--- config.mk ---
export PLATFORM = sky130hd
export DESIGN_NAME = div_issue_ctrl
export DESIGN_NICKNAME = d
export VERILOG_FILES = /design/src/rtl/mdu_pkg.sv /design/src/rtl/hilo_reg.sv /design/src/rtl/div_issue_ctrl.sv
export SDC_FILE = /design/constraint.sdc
export NUM_CORES = 1
export LEC_CHECK = 0
export BUFFER_PORTS_ARGS = -buffer_cell sky130_fd_sc_hd__buf_2
export CAP_MARGIN = 25
export CORE_AREA = 2 2 115 117
export DETAILED_ROUTE_END_ITERATION = 8
export DIE_AREA = 0 0 117 119
export PLACE_DENSITY = 0.75
export SYNTH_ARGS = -nofsm -noshare
export SYNTH_HDL_FRONTEND = slang
export SYNTH_SLANG_ARGS = --single-unit
--- constraint.sdc ---
create_clock -name clk -period 1.65 [get_ports clk]
set_input_delay 0.33 -clock clk [delete_from_list [all_inputs] [get_ports clk]]
set_output_delay 0.33 -clock clk [all_outputs]
set_load 0.005 [all_outputs]
--- src/rtl/mdu_pkg.sv ---
// mdu_pkg: shared types and constants for the multiply/divide issue logic
//   state_t     : divide issue FSM states
//   DIV0_LO     : LO value written for a bypassed divide by zero
//   DIV_LATENCY : iterations the divider needs after it captures operands
package mdu_pkg;
    typedef enum logic [1:0] {IDLE, WAIT, DONE} state_t;
    localparam logic [31:0] DIV0_LO = 32'hFFFF_FFFF;
    localparam int DIV_LATENCY = 32;
endpackage

--- src/rtl/hilo_reg.sv ---
// hilo_reg: architectural HI/LO register pair
//   clk, reset      : clock, synchronous active-high reset (clears both)
//   hi_we / lo_we   : independent write enables
//   hi_d / lo_d     : write data
//   hi / lo         : registered contents
module hilo_reg (
    input  logic        clk,
    input  logic        reset,
    input  logic        hi_we,
    input  logic        lo_we,
    input  logic [31:0] hi_d,
    input  logic [31:0] lo_d,
    output logic [31:0] hi,
    output logic [31:0] lo
);
    always_ff @(posedge clk) begin
        if (reset) begin
            hi <= '0;
            lo <= '0;
        end else begin
            if (hi_we) hi <= hi_d;
            if (lo_we) lo <= lo_d;
        end
    end
endmodule

--- src/rtl/div_issue_ctrl.sv ---
// div_issue_ctrl: EX-stage issue controller for the iterative signed divider
//   clk, reset                   : clock, synchronous active-high reset
//   ex_div_valid, ex_rs, ex_rt   : DIV in EX and its operands
//   ex_mthi, ex_mtlo, ex_wdata   : move-to-HI/LO and data
//   ex_flush, pipe_stall_in      : kill EX instruction / external stall
//   div_q, div_r, div_busy, div_finish : divider results and status
//   div_start, div_dividend, div_divisor, div_cpu_stall : divider controls
//   mdu_stall                    : pipeline hold while a DIV is in flight
//   hi, lo                       : architectural HI/LO
//   div0                         : one-cycle divide-by-zero pulse
// Optional feature macro: DIV_ZERO_BYPASS_EN (zero divisor resolved locally
// in one cycle instead of being sent to the divider).
module div_issue_ctrl
    import mdu_pkg::*;
(
    input  logic        clk,
    input  logic        reset,
    input  logic        ex_div_valid,
    input  logic [31:0] ex_rs,
    input  logic [31:0] ex_rt,
    input  logic        ex_mthi,
    input  logic        ex_mtlo,
    input  logic [31:0] ex_wdata,
    input  logic        ex_flush,
    input  logic        pipe_stall_in,
    input  logic [31:0] div_q,
    input  logic [31:0] div_r,
    input  logic        div_busy,
    input  logic        div_finish,
    output logic        div_start,
    output logic [31:0] div_dividend,
    output logic [31:0] div_divisor,
    output logic        div_cpu_stall,
    output logic        mdu_stall,
    output logic [31:0] hi,
    output logic [31:0] lo,
    output logic        div0
);
    state_t state, state_nx;
    logic hi_we, lo_we, issue, mt_ok, zero_div;
    logic [31:0] hi_d, lo_d;
    logic unused_busy;

    assign div_dividend  = ex_rs;
    assign div_divisor   = ex_rt;
    assign div_cpu_stall = pipe_stall_in;
    assign unused_busy   = div_busy;
    assign issue = state == IDLE && ex_div_valid && !pipe_stall_in && !ex_flush;
    // A DIV in EX blocks moves even when it cannot issue this cycle.
    assign mt_ok = !ex_div_valid && !pipe_stall_in && !ex_flush;

`ifdef DIV_ZERO_BYPASS_EN
    logic div0_q;
    assign zero_div = ex_rt == 32'd0;
    assign div0 = div0_q;
    always_ff @(posedge clk) begin
        if (reset) div0_q <= 1'b0;
        else       div0_q <= issue && zero_div;
    end
`else
    assign zero_div = 1'b0;
    assign div0 = 1'b0;
`endif

    always_ff @(posedge clk) begin
        if (reset) state <= IDLE;
        else       state <= state_nx;
    end

    always_comb begin
        state_nx  = state;
        div_start = 1'b0;
        mdu_stall = 1'b0;
        hi_we     = 1'b0;
        lo_we     = 1'b0;
        hi_d      = ex_wdata;
        lo_d      = ex_wdata;
        case (state)
            IDLE: begin
                mdu_stall = ex_div_valid && !ex_flush;
                div_start = issue && !zero_div;
                state_nx  = issue ? (zero_div ? DONE : WAIT) : IDLE;
                hi_we     = issue ? zero_div : mt_ok && ex_mthi;
                lo_we     = issue ? zero_div : mt_ok && ex_mtlo;
                hi_d      = issue ? ex_rs : ex_wdata;
                lo_d      = issue ? DIV0_LO : ex_wdata;
            end
            WAIT: begin
                // A flush kills the DIV before its result can commit.
                mdu_stall = 1'b1;
                state_nx  = ex_flush ? IDLE : div_finish ? DONE : WAIT;
                hi_we     = !ex_flush && div_finish;
                lo_we     = !ex_flush && div_finish;
                hi_d      = div_r;
                lo_d      = div_q;
            end
            DONE: state_nx = (ex_flush || !pipe_stall_in) ? IDLE : DONE;
            default: state_nx = IDLE;
        endcase
    end

    hilo_reg u_hilo (
        .clk   (clk),
        .reset (reset),
        .hi_we (hi_we),
        .lo_we (lo_we),
        .hi_d  (hi_d),
        .lo_d  (lo_d),
        .hi    (hi),
        .lo    (lo)
    );
endmodule

# Yosys cells after proc, flatten, opt, wreduce, memory -nomap -nowiden
# Cells that the tools add are included.
# Widths: inputs -> output; s select.
[totals] output_inout_bits=132 regBits=66 latch_bits=0 elab_cells=34 mem_count=0 mem_bits_rw=0 inputBits=169 rom_bits=0
[classes] n_shift=0 eq_ne=2 n_addsub=0 n_div=0 n_lt_le_gt_ge=0 n_mul=0 bitwise_logic=0 n_reduce_logical=14 mux=15
[ops] op="$pmux 32 s2" count=2
[ops] op="$mux 32" count=2
[ops] op="$logic_and 1x1->1" count=9
[ops] op="$mux 2" count=3
[ops] op="$pmux 1 s2" count=3
[ops] op="$pmux 2 s3" count=1
[ops] op="$mux 1" count=4
[ops] op="$logic_not 1->1" count=3
[ops] op="$eq 2x1->1 const B" count=1
[ops] op="$eq 2x2->1 const B" count=1
[ops] op="$logic_not 2->1" count=1
[ops] op="$logic_or 1x1->1" count=1

# Longest topological paths before layout
# Gate-level depths: netlist (run 1).
[logic_depth] depth_word=6 depth_mapped=7 depth_no_buf=4

# Cells and area by module
# A second synthesis (run 1) with hierarchy kept.
[unflattened] hier_cells=476 area_unflattened_um2=4061.4
[by_module_without_submodules] mod="hilo_reg" n_inst=1 seq_area_each_um2=1281.2 area_per_inst_um2=2339.7 cells_each=207
[by_module_without_submodules] mod="div_issue_ctrl" n_inst=1 seq_area_each_um2=40.0 area_per_inst_um2=1721.7 cells_each=269

# Worst setup path before layout (run 1)
# No wires, ideal clock.
[synth_path] path_type="flip-flop to flip-flop" startpoint="register state[1]" endpoint="register u_hilo.hi[10]" path_stages_with_launch=7 t_arrival_ns=1.416 required_ns=1.509 path_buffers=2 setup_time_ns=0.141 path_slack_ns=0.093 synth_period_minus_slack_ns=1.557 path_cell_list="dfxtp_1 > and4bb_4 > a31o_2 > buf_6 > buf_2 > nor2_1 > nor3_2"
[synth_via] elab_chain_len=6 word_cells_on_any_way=9 classes_between="1 x eq/ne; 4 x mux; 4 x reduce/logical"
[synth_rtl] item="start, declared" line_no="div_issue_ctrl.sv:39" source="state_t state, state_nx;"
[synth_rtl] item="start signal, assigned" line_no="div_issue_ctrl.sv:67" source="else state <= state_nx;"
[synth_rtl] item="$logic_not 2->1" line_no="div_issue_ctrl.sv:48, div_issue_ctrl.sv:78"
[synth_rtl] item="$logic_and 1x1->1 (3 in a row)" line_no="div_issue_ctrl.sv:48" source="assign issue = state == IDLE && ex_div_valid && !pipe_stall_in && !ex_flush;"
[synth_rtl] item="$mux 32 or $mux 1 (tied branches)" line_no="div_issue_ctrl.sv:85, div_issue_ctrl.sv:83"
[synth_rtl] item="$pmux 32 s2 or $pmux 1 s2 (tied branches)" line_no="div_issue_ctrl.sv:78" source="case (state)"
[synth_rtl] item="end signal, assigned" line_no="hilo_reg.sv:21" source="if (hi_we) hi <= hi_d;"
[synth_rtl] item="end, declared" line_no="hilo_reg.sv:13" source="output logic [31:0] hi,"
# Several ways; a longest one is shown, not always the timed one.
# A chain may end at the register's enable or synchronous reset.

# Worst setup path after layout (run 1)
[layout_path] startpoint="register state[0]" endpoint="register u_hilo.hi[5]"
# The elaborated chain is that of the path after synthesis.

==> impl_metrics.csv, run 1 <==
group,metric,value,unit
floorplan,coreArea,0.0129,mm^2
grt,antenna_found_initial,1,
cts,cts_tree,"built",
job,maxCapViolations,0,
route,drtIter0Drc,244,
grt,first_global_vias,3728,
sta,slew_viol_final,0,
cells_and_area,syn_to_final_growth,31.0,%
cells_and_area,final_nets,835,
yosys,synth_area_leaders,"dfxtp_1 (31%), buf_4 (14%), nor2_1 (9.5%)",
cts,htreeDepth,3,
yosys,yosysSeqAreaShare,31.2,%
power_and_ir_drop,leakagePower,2.64,nW
grt,met3_usage,5.70,%
sta,fin_skew,6.91,ps
yosys,synth_edf_count,0,
cts,path_clk_slew,60,ps
sta,max_freq,637,MHz
route,drc,0,
cells_and_area,multi_input_area,0.00203,mm^2
cts,clockBufferDepth,2,
floorplan,initial_core_util,32.9,%
grt,use_met1,23.9,%
sta,hold_viol,0,
grt,grt_start_max_net_pins,46,
cells_and_area,fin_util,43.1,%
yosys,syn_inst,495,
yosys,syn-num-nets,664,
sta,setup_viol,0,
floorplan,die_h,119,um
route,vias_per_cell,4.88,
cts,clkLatencyLatePin,340,ps
cts,postCtsHoldBufs,0,
cts,numCtsBuffers,9,
yosys,synth_top_area_cell,"dfxtp_1",
cells_and_area,antenna_cells,0,
critical_path,cp-start-kind,"flip-flop",
cells_and_area,drive_above_1_share,52.2,%
yosys,syn_avg_cell_area,8.55,um^2
route,wl,13400,um
yosys,yosysTopAreaCellShare,31.2,%
critical_path,crit_required,1910,ps
critical_path,cp.arrival,1830,ps
grt,busiest_layer,"met2",
yosys,ys_warn_count,0,
yosys,async_flop_share,0,%
power_and_ir_drop,cellPowerDensity,800,mW/mm^2
route,firstDrtPassIters,5,
critical_path,critPathKind,"flip-flop to flip-flop",
yosys,yosys_register_bits,66,
yosys,synth_area,0.00423,mm^2
grt,grt_pass1_wl,19400,um
placed_design,place_hpwl,10100,um
route,ant_nets,0,
placed_design,place_congestion,0.866,
grt,grt_overflow,0,
floorplan,row_count,42,
critical_path,worstPathMaxFanout,12,
grt,met2_usage,27.9,%
min_path,holdCritPathClass,"input port to flip-flop",
yosys,yosys_most_used_dff,"dfxtp_1",
yosys,yosysUniqueCellTypes,40,
sta,period_needed,1570,ps
grt,grt_util_all_layers,18.4,%
placed_design,pre_cts_slack,-69.3,ps
power_and_ir_drop,ir_drop,0.406,mV
cts,cts-root-buf,"clkbuf_16",
sta,worst_slack,81.2,ps
floorplan,pin_count,301,
floorplan,dieWidth,117,um
route,wl_per_cell,15.8,um
sta,post-route-period-util,95.1,%
cts,clock_sinks,66,
floorplan,die-area,0.0139,mm^2
route,via_count,4132,
critical_path,endpoint_kind,"flip-flop",
outcome,outcome,"completed",
placed_design,io_buffers,234,
cells_and_area,fill_cells,1293,
cells_and_area,regArea,0.00132,mm^2
[Yosys cell counts, types with 7 or more instances]
cell type and number:
dfxtp_1 66, buf_2 10, o41ai_2 7, o41ai_1 8
nor2_1 107, buf_6 8, inv_1 32, nor3_2 13
a21oi_1 32, o221a_1 13, nand3b_1 15, buf_4 78
a22oi_1 17, clkbuf_1 9, a211oi_2 30, o21ai_0 11
[metal layers]
metal / vias to the layer above / wire (um)
li1: 2000 / -
met1: 1903 / 5800
met2: 204 / 6240
met3: 23 / 1100
met4: 2 / 247
met5: - / 13
[metrics by stage]
| stage | std cells | hold slack [ps] | power [mW] | cell area [um^2] | TNS, ps |
|---|---|---|---|---|---|
| 6_report | 847 | 301 | 4.43 | 5540 | 0 |
| 5_1_grt | 847 | 303 | 4.64 | 5540 | -7.70 |
| 4_1_cts | 844 | 287 | 4.48 | 5490 | -36.4 |
| 3_5_place_dp | 825 | 453 | 2.52 | 5160 | -577 |
| 3_3_place_gp | 825 | 437 | 2.50 | 5160 | -162 |
| 2_1_floorplan | 495 | 448 | 2.24 | 4230 | 0 |
[power breakdown]
part | switching (mW) | total, mW | leakage (nW) | internal, mW
clock network | 0.728 | 1.93 | 0.149 | 1.21
logic | 0.423 | 0.807 | 1.95 | 0.384
registers | 0.0315 | 1.69 | 0.537 | 1.66
[sequential cells by signal, summed over array words and instances (netlist names)]
signal,cells
u_hilo.hi,32
u_hilo.lo,32
state,2
[layout by cell type, fill, tap and decap left out, types with 5 or more instances in the layout]
| cell | instances |
|---|---|
| a22oi_1 | 17 |
| nor3_1 | 5 |
| nor3_2 | 13 |
| buf_6 | 5 |
| o41ai_2 | 7 |
| buf_4 | 22 |
| buf_12 | 7 |
| o21ai_0 | 11 |
| clkbuf_16 | 10 |
| inv_1 | 31 |
| a211oi_2 | 30 |
| dfxtp_1 | 64 |
| o221a_1 | 13 |
| nand3b_1 | 15 |
| o41ai_1 | 8 |
| nor2_1 | 107 |
| buf_2 | 234 |
| a21oi_1 | 32 |
[path summary, 6_finish.rpt]
kind                 start             to  slack [ps]  cells after the start
max               state[0]   u_hilo.hi[5]          80                      7
min              div_r[24]  u_hilo.hi[24]         300                      3
min reg2reg  u_hilo.lo[31]  u_hilo.lo[31]         460                      2
max reg2reg       state[0]   u_hilo.hi[5]          80                      7
[layout make-up]
class | count | area share [%]
clock buffer | 11 | 4.38
clock inverter | 5 | 0.970
inverter | 32 | 2.17
multi-input combinational | 288 | 36.5
sequential | 66 | 23.9
tap | 176 | 3.97
timing repair buffer | 269 | 28.1
[logic make-up after synthesis]
kind of cell / share of synthesized area [%]
compound gates: 28.5
buf+inv: 21.5
flops: 31.2
mux: 0.503
other cells: 0.0886
simple gates: 18.2
[worst max-delay path, cell delays in order (launching register included)]
cell     delay (ps)
dfxtp_2         330
buf_6           150
nor4b_4         230
buf_4           170
buf_2           150
a22oi_1          80
o221a_1         240
nor3_2          150
[timing repair]
action	4_1_cts	5_1_grt
endpoints found under the setup margin	2	54
buffers inserted	3	2
gates cloned	0	2
endpoints found under the hold margin	0	0
resized for setup	4	6
pin swaps	1	1
No activity file was read; power rests on OpenSTA's default activity.
==> run 2: changes to the inputs <==
--- a/config.mk
+++ b/config.mk
@@ -7,10 +7,11 @@
 export LEC_CHECK = 0
 export BUFFER_PORTS_ARGS = -buffer_cell sky130_fd_sc_hd__buf_2
 export CAP_MARGIN = 25
-export CORE_AREA = 2 2 115 117
+export CORE_AREA = 2 2 118 120
 export DETAILED_ROUTE_END_ITERATION = 8
-export DIE_AREA = 0 0 117 119
-export PLACE_DENSITY = 0.75
+export DIE_AREA = 0 0 120 122
+export PLACE_DENSITY = 0.71
 export SYNTH_ARGS = -nofsm -noshare
 export SYNTH_HDL_FRONTEND = slang
+export SYNTH_HIERARCHICAL = 1
 export SYNTH_SLANG_ARGS = --single-unit
==> run 2 against run 1 <==
Effect of this change:
- global-route usage down 1.2 points
- largest cell class unchanged
- first-iteration DRC count is 20% lower
- the flow now finishes with violations (setup timing)
- wire length decreased by 1.1%
- setup slack worse by 300 ps
- die area grew 5.1%
- critical path type is now flip-flop to output pin
==> impl_metrics.csv, run 2 <==
group,metric,value,unit
cells_and_area,syn_to_final_growth,42.0,%
critical_path,endpoint_kind,"output pin",
yosys,yosysTopAreaCellShare,32.5,%
cells_and_area,antenna_cells,0,
critical_path,timing.rr.start,"state[0]",
yosys,syn_avg_cell_area,8.53,um^2
yosys,syn-num-nets,645,
yosys,yosysSeqAreaShare,32.5,%
route,drc,0,
sta,rsz0062_at_grt,"true",
critical_path,worstPathMaxFanout,3,
yosys,synth_edf_count,0,
yosys,synth_area,0.00406,mm^2
min_path,min_delay_path_depth,3,
critical_path,cp-start-kind,"flip-flop",
yosys,synth_area_leaders,"dfxtp_1 (33%), mux2i_1 (16%), buf_4 (12%)",
cts,cts-root-buf,"clkbuf_16",
yosys,yosys_register_bits,66,
grt,grt_start_max_net_pins,40,
cts,htreeDepth,3,
sta,worst_slack,-218,ps
route,wl,13300,um
floorplan,row_count,43,
job,maxCapViolations,0,
yosys,yosys_most_used_dff,"dfxtp_1",
yosys,synth_commonest_cells,"buf_4 (66), dfxtp_1 (66), nor2_1 (65), mux2i_1 (64), nand2_1 (64)",
cells_and_area,final_cells,848,
yosys,synth_top_area_cell,"dfxtp_1",
min_path,hp-start,"ex_flush",
route,ant_nets,0,
yosys,synth_top_family_by_area,"simple AND/OR/NAND/NOR gates",
sta,fin_skew,9.53,ps
grt,first_global_vias,3745,
floorplan,pin_count,301,
cells_and_area,final_common_cell,"buf_2",
sta,setup_viol,65,
outcome,violations,"setup timing",
yosys,async_flop_share,0,%
yosys,synth-xor-area-share,0,%
route,vias_per_cell,4.65,
floorplan,die_h,122,um
power_and_ir_drop,leakagePower,2.74,nW
cts,cts_tree,"built",
critical_path,cp.arrival,1540,ps
yosys,syn_inst,476,
floorplan,die-area,0.0146,mm^2
sta,post-route-period-util,113,%
grt,grt_pass1_wl,19400,um
critical_path,reg2regPathDepth,9,
cells_and_area,drive_above_1_share,47.5,%
outcome,outcome,"complete, but fails checks",
yosys,synthSimpleGateAreaFrac,22.3,%
cts,numCtsBuffers,9,
cts,clkLatencyLatePin,330,ps
floorplan,coreArea,0.0135,mm^2
grt,grt_util_all_layers,17.2,%
cells_and_area,final_nets,832,
critical_path,cp_slowest_stage_delay,370,ps
power_and_ir_drop,cellPowerDensity,804,mW/mm^2
grt,grt_overflow,0,
critical_path,cp-startpoint,"state[0]",
placed_design,place_congestion,0.847,
placed_design,io_buffers,234,
power_and_ir_drop,ir_drop,0.389,mV
route,firstDrtPassIters,4,
cts,clockBufferDepth,2,
sta,hold_viol,0,
critical_path,crit_required,1320,ps
yosys,yosysUniqueCellTypes,28,
route,via_count,3943,
yosys,synth_fa_ha_area_share,0,%
yosys,synth_compound_area_share,9.67,%
route,wl_per_cell,15.6,um
floorplan,initial_core_util,30.1,%
floorplan,dieWidth,120,um
grt,antenna_found_initial,0,
cts,path_clk_slew,60,ps
cells_and_area,layout_common_cells,"buf_2 (233), nor2_1 (65), nand2_1 (64), dfxtp_1 (64), mux2i_1 (62)",
critical_path,slowest_stage,"or3_4",
cells_and_area,largest_registers,"u_hilo/hi (32), u_hilo/lo (32), state (2)",
yosys,muxShareOfSynthArea,16.1,%
critical_path,critPathKind,"flip-flop to output pin",
critical_path,path_cells,"or3_4 -> or2_4 -> buf_12 -> clkinv_4 -> buf_6",
placed_design,place_hpwl,9140,um
yosys,ys_warn_count,6,
sta,tns,-9500,ps
route,drtIter0Drc,195,
sta,period_needed,1870,ps
sta,slew_viol_final,0,
cts,clock_sinks,66,
sta,max_freq,535,MHz
min_path,holdCritPathClass,"input port to flip-flop",
placed_design,dp.cells,813,
-- run 2: cell type report --
| class | count | area [um^2] |
|---|---|---|
| sequential | 66 | 1320 |
| multi-input combinational | 306 | 2030 |
| tap | 180 | 225 |
| clock buffer | 12 | 256 |
| inverter | 2 | 12.5 |
| timing repair buffer | 278 | 1840 |
| clock inverter | 4 | 73.8 |
| fill | 1380 | 7740 |
-- run 2: metrics by stage --
stage	utilization (%)	cell area [um^2]	setup WS (ps)	power, mW	hold slack (ps)
after floorplan	-	4100	-53.6	2.21	399
after global placement	36.8	4970	-239	2.44	469
after detailed placement	36.8	4970	-232	2.45	475
after CTS	41.9	5660	-261	4.67	292
after global routing	42.7	5770	-256	4.83	316
final	42.7	5770	-218	4.64	310
-- run 2: final timing paths --
kind | endpoint | slack [ps]
setup reg to reg | u_hilo/lo[5] | -190
hold reg to reg | u_hilo/hi[23] | 480
hold / removal | state[0] | 310
setup / recovery | div_start | -220
-- run 2: per-layer routing --
metal  vias up  part of all wire, %  GRT usage [%]
met1      1834                   44           21.5
met4         0                  1.9           7.21
li1       1928                    -              -
met3        22                  6.7           3.70
met2       159                   47           28.6
met5         -                    0              0
-- run 2: timing repair --
action | 4_1_cts | 5_1_grt
setup buffers | 10 | 2
endpoints found under the setup margin | 65 | 65
pin swaps | 3 | 6
hold buffers | 0 | 0
gates resized for setup | 20 | 13
gates cloned | 6 | 3
-- run 2: cell families (layout without fill, tap and decap cells) --
family / after synthesis / count (layout)
compound gates: 37 / 37
buf+inv: 104 / 296
flops: 66 / 66
mux: 65 / 65
other cells: 1 / 1
simple gates: 203 / 203
-- run 2: power breakdown --
part	internal (mW)	total, mW	switching, mW
registers	1.65	1.67	0.0257
clock network	1.41	2.11	0.705
logic	0.472	0.855	0.383
total	3.52	4.64	1.11
-- run 2: worst max-delay path, delay by kind of cell (launching register included) --
family | cells | cell delay, ps
and+or+nand+nor | 2 | 630
DFF | 1 | 320
buffers and inverters | 3 | 250
==> run 3: changes to the inputs <==
--- a/config.mk
+++ b/config.mk
@@ -11,6 +11,7 @@
 export DETAILED_ROUTE_END_ITERATION = 8
 export DIE_AREA = 0 0 120 122
 export PLACE_DENSITY = 0.71
+export REMOVE_ABC_BUFFERS = 1
 export SYNTH_ARGS = -nofsm -noshare
 export SYNTH_HDL_FRONTEND = slang
 export SYNTH_HIERARCHICAL = 1
==> run 3 against run 2 <==
Effect of this change:
- the run still ends with setup timing left
- flip-flop and latch count unchanged
- via count decreased by 1.5%
- global-route usage increased by 0.66 points
- fmax decreased by 0.26%
- setup slack got worse by 4.9 ps
- final cell count decreased by 1.4%
- combinational power decreased by 7.7%
- critical path depth unchanged
- die area unchanged
- register-to-register slack about the same
- first-iteration DRC count decreased by 37%
==> impl_metrics.csv, run 3 (synthesis results as in run 2) <==
group,metric,value,unit
grt,met3_usage,9.46,%
floorplan,row_count,43,
cts,cts_tree,"built",
cells_and_area,largest_registers,"u_hilo/hi (32), u_hilo/lo (32), state (2)",
placed_design,place_hpwl,9830,um
cts,path_clk_slew,50,ps
cells_and_area,fin_util,40.3,%
critical_path,endpoint_kind,"output pin",
cts,cts-root-buf,"clkbuf_16",
route,drtIter0Drc,123,
cells_and_area,syn_to_final_growth,33.9,%
job,maxCapViolations,0,
cells_and_area,final_common_cell,"buf_2",
critical_path,critPathKind,"flip-flop to output pin",
power_and_ir_drop,p_int,3.24,mW
route,via_count,3885,
grt,grt_pass1_wl,19700,um
sta,rsz0062_at_grt,"true",
cells_and_area,layout_common_cells,"buf_2 (233), nor2_1 (65), dfxtp_1 (65)",
critical_path,cp.arrival,1540,ps
sta,period_needed,1870,ps
cts,clkLatencyLatePin,330,ps
floorplan,coreArea,0.0135,mm^2
grt,met2_usage,27.6,%
floorplan,dieWidth,120,um
min_path,holdCritPathClass,"input port to flip-flop",
critical_path,cp-start-kind,"flip-flop",
grt,first_global_vias,3772,
cells_and_area,drive_above_1_share,45.8,%
power_and_ir_drop,combPwrFrac,18.3,%
power_and_ir_drop,ir_drop,0.464,mV
sta,slew_headroom,66.6,%
cts,clockBufferDepth,2,
power_and_ir_drop,power_frac_seq,38.8,%
sta,post-route-period-util,114,%
cells_and_area,fill_cells,1406,
sta,worst_slack,-223,ps
sta,hold_ws,311,ps
route,firstDrtPassIters,5,
sta,hold_viol,0,
critical_path,worstPathMaxFanout,3,
sta,slew_viol_final,0,
power_and_ir_drop,p_sw_share,24.8,%
grt,grt_start_max_net_pins,38,
route,ant_nets,0,
cts,postCtsHoldBufs,0,
floorplan,die_h,122,um
placed_design,pre_cts_slack,-239,ps
sta,tightest_slew,502,ps
grt,grt_util_all_layers,17.8,%
cts,numCtsBuffers,9,
grt,antenna_found_initial,1,
grt,grt_overflow,0,
cts,clock_sinks,66,
placed_design,io_buffers,234,
sta,max_freq,534,MHz
sta,fin_skew,4.28,ps
cells_and_area,final_nets,819,
route,drc,0,
cts,htreeDepth,3,
power_and_ir_drop,cellPowerDensity,792,mW/mm^2
outcome,outcome,"complete, but fails checks",
floorplan,die-area,0.0146,mm^2
critical_path,crit_required,1320,ps
grt,use_met1,21.8,%
sta,setup_viol,65,
route,vias_per_cell,4.65,
power_and_ir_drop,p_switching,1.07,mW
floorplan,pin_count,301,
route,wl_per_cell,16.0,um
power_and_ir_drop,p_clk_share,42.9,%
placed_design,place_congestion,0.736,
floorplan,initial_core_util,30.1,%
route,wl,13300,um
power_and_ir_drop,leakagePower,2.60,nW
outcome,violations,"setup timing",
grt,busiest_layer,"met2",
-- run 3: cell types whose count changed in the layout (fill, tap and decap cells not counted), moves of 2 or more --
cell and change:
a21o_2 +2, a21o_4 -2, buf_16 -6, buf_6 -4
bufbuf_16 +2, clkbuf_16 -3, clkbuf_8 -2, clkinv_2 +3
mux2i_1 +2
-- run 3: power by group through the flow --
| stage | logic [mW] | clock network [mW] | registers [mW] |
|---|---|---|---|
| finish | 0.789 | 1.85 | 1.67 |
| global route | 0.869 | 1.98 | 1.68 |
| CTS | 0.790 | 1.93 | 1.67 |
| detailed placement | 0.759 | 0 | 1.70 |
| global placement | 0.754 | 0 | 1.70 |
| floorplan | 0.309 | 0 | 1.71 |
-- run 3: critical path: stages, from the launching register on --
cell      delay [ps]
dfxtp_2          320
or3_4            380
or2_4            250
buf_12           140
clkinv_4          40
buf_6             80
-- run 3: metrics by stage --
| stage | total power [mW] | cells | setup TNS (ps) | area [um^2] |
|---|---|---|---|---|
| after floorplan | 2.02 | 374 | -172650 | 3280 |
| after global placement | 2.46 | 814 | -8530 | 5040 |
| after detailed placement | 2.46 | 814 | -9250 | 5040 |
| after CTS | 4.39 | 835 | -7290 | 5420 |
| after global routing | 4.53 | 835 | -12610 | 5440 |
| final | 4.31 | 836 | -6460 | 5440 |
-- run 3: path summary, 6_finish.rpt --
check	from	end	slack [ps]	cells after the start
setup / recovery	state[0]	div_start	-220	5
hold / removal	ex_flush	state[0]	310	3
setup reg to reg	state[0]	u_hilo/hi[10]	-180	7
hold reg to reg	u_hilo/lo[20]	u_hilo/lo[20]	490	2
-- run 3: layer usage --
metal,up-vias,wire (um),share of wire [%]
li1,1892,-,-
met1,1780,5920,44
met2,202,5940,45
met3,11,1390,10
met4,0,100,0.75
met5,-,0,0
-- run 3: final cells by class --
type / instances / area, um^2 / area share [%]
inverter: 2 / 12.5 / 0.230
antenna: 1 / 2.50 / 0.0460
timing repair buffer: 265 / 1600 / 29.4
clock inverter: 6 / 57.6 / 1.06
clock buffer: 10 / 229 / 4.21
sequential: 66 / 1320 / 24.3
tap: 180 / 225 / 4.14
multi-input combinational: 306 / 1990 / 36.6
-- run 3: what timing repair did --
item / 4_1_cts / 5_1_grt
setup buffers: 3 / 0
cloned: 2 / 0
pin swaps: 2 / 2
setup endpoints to repair: 63 / 65
resized for setup: 4 / 4
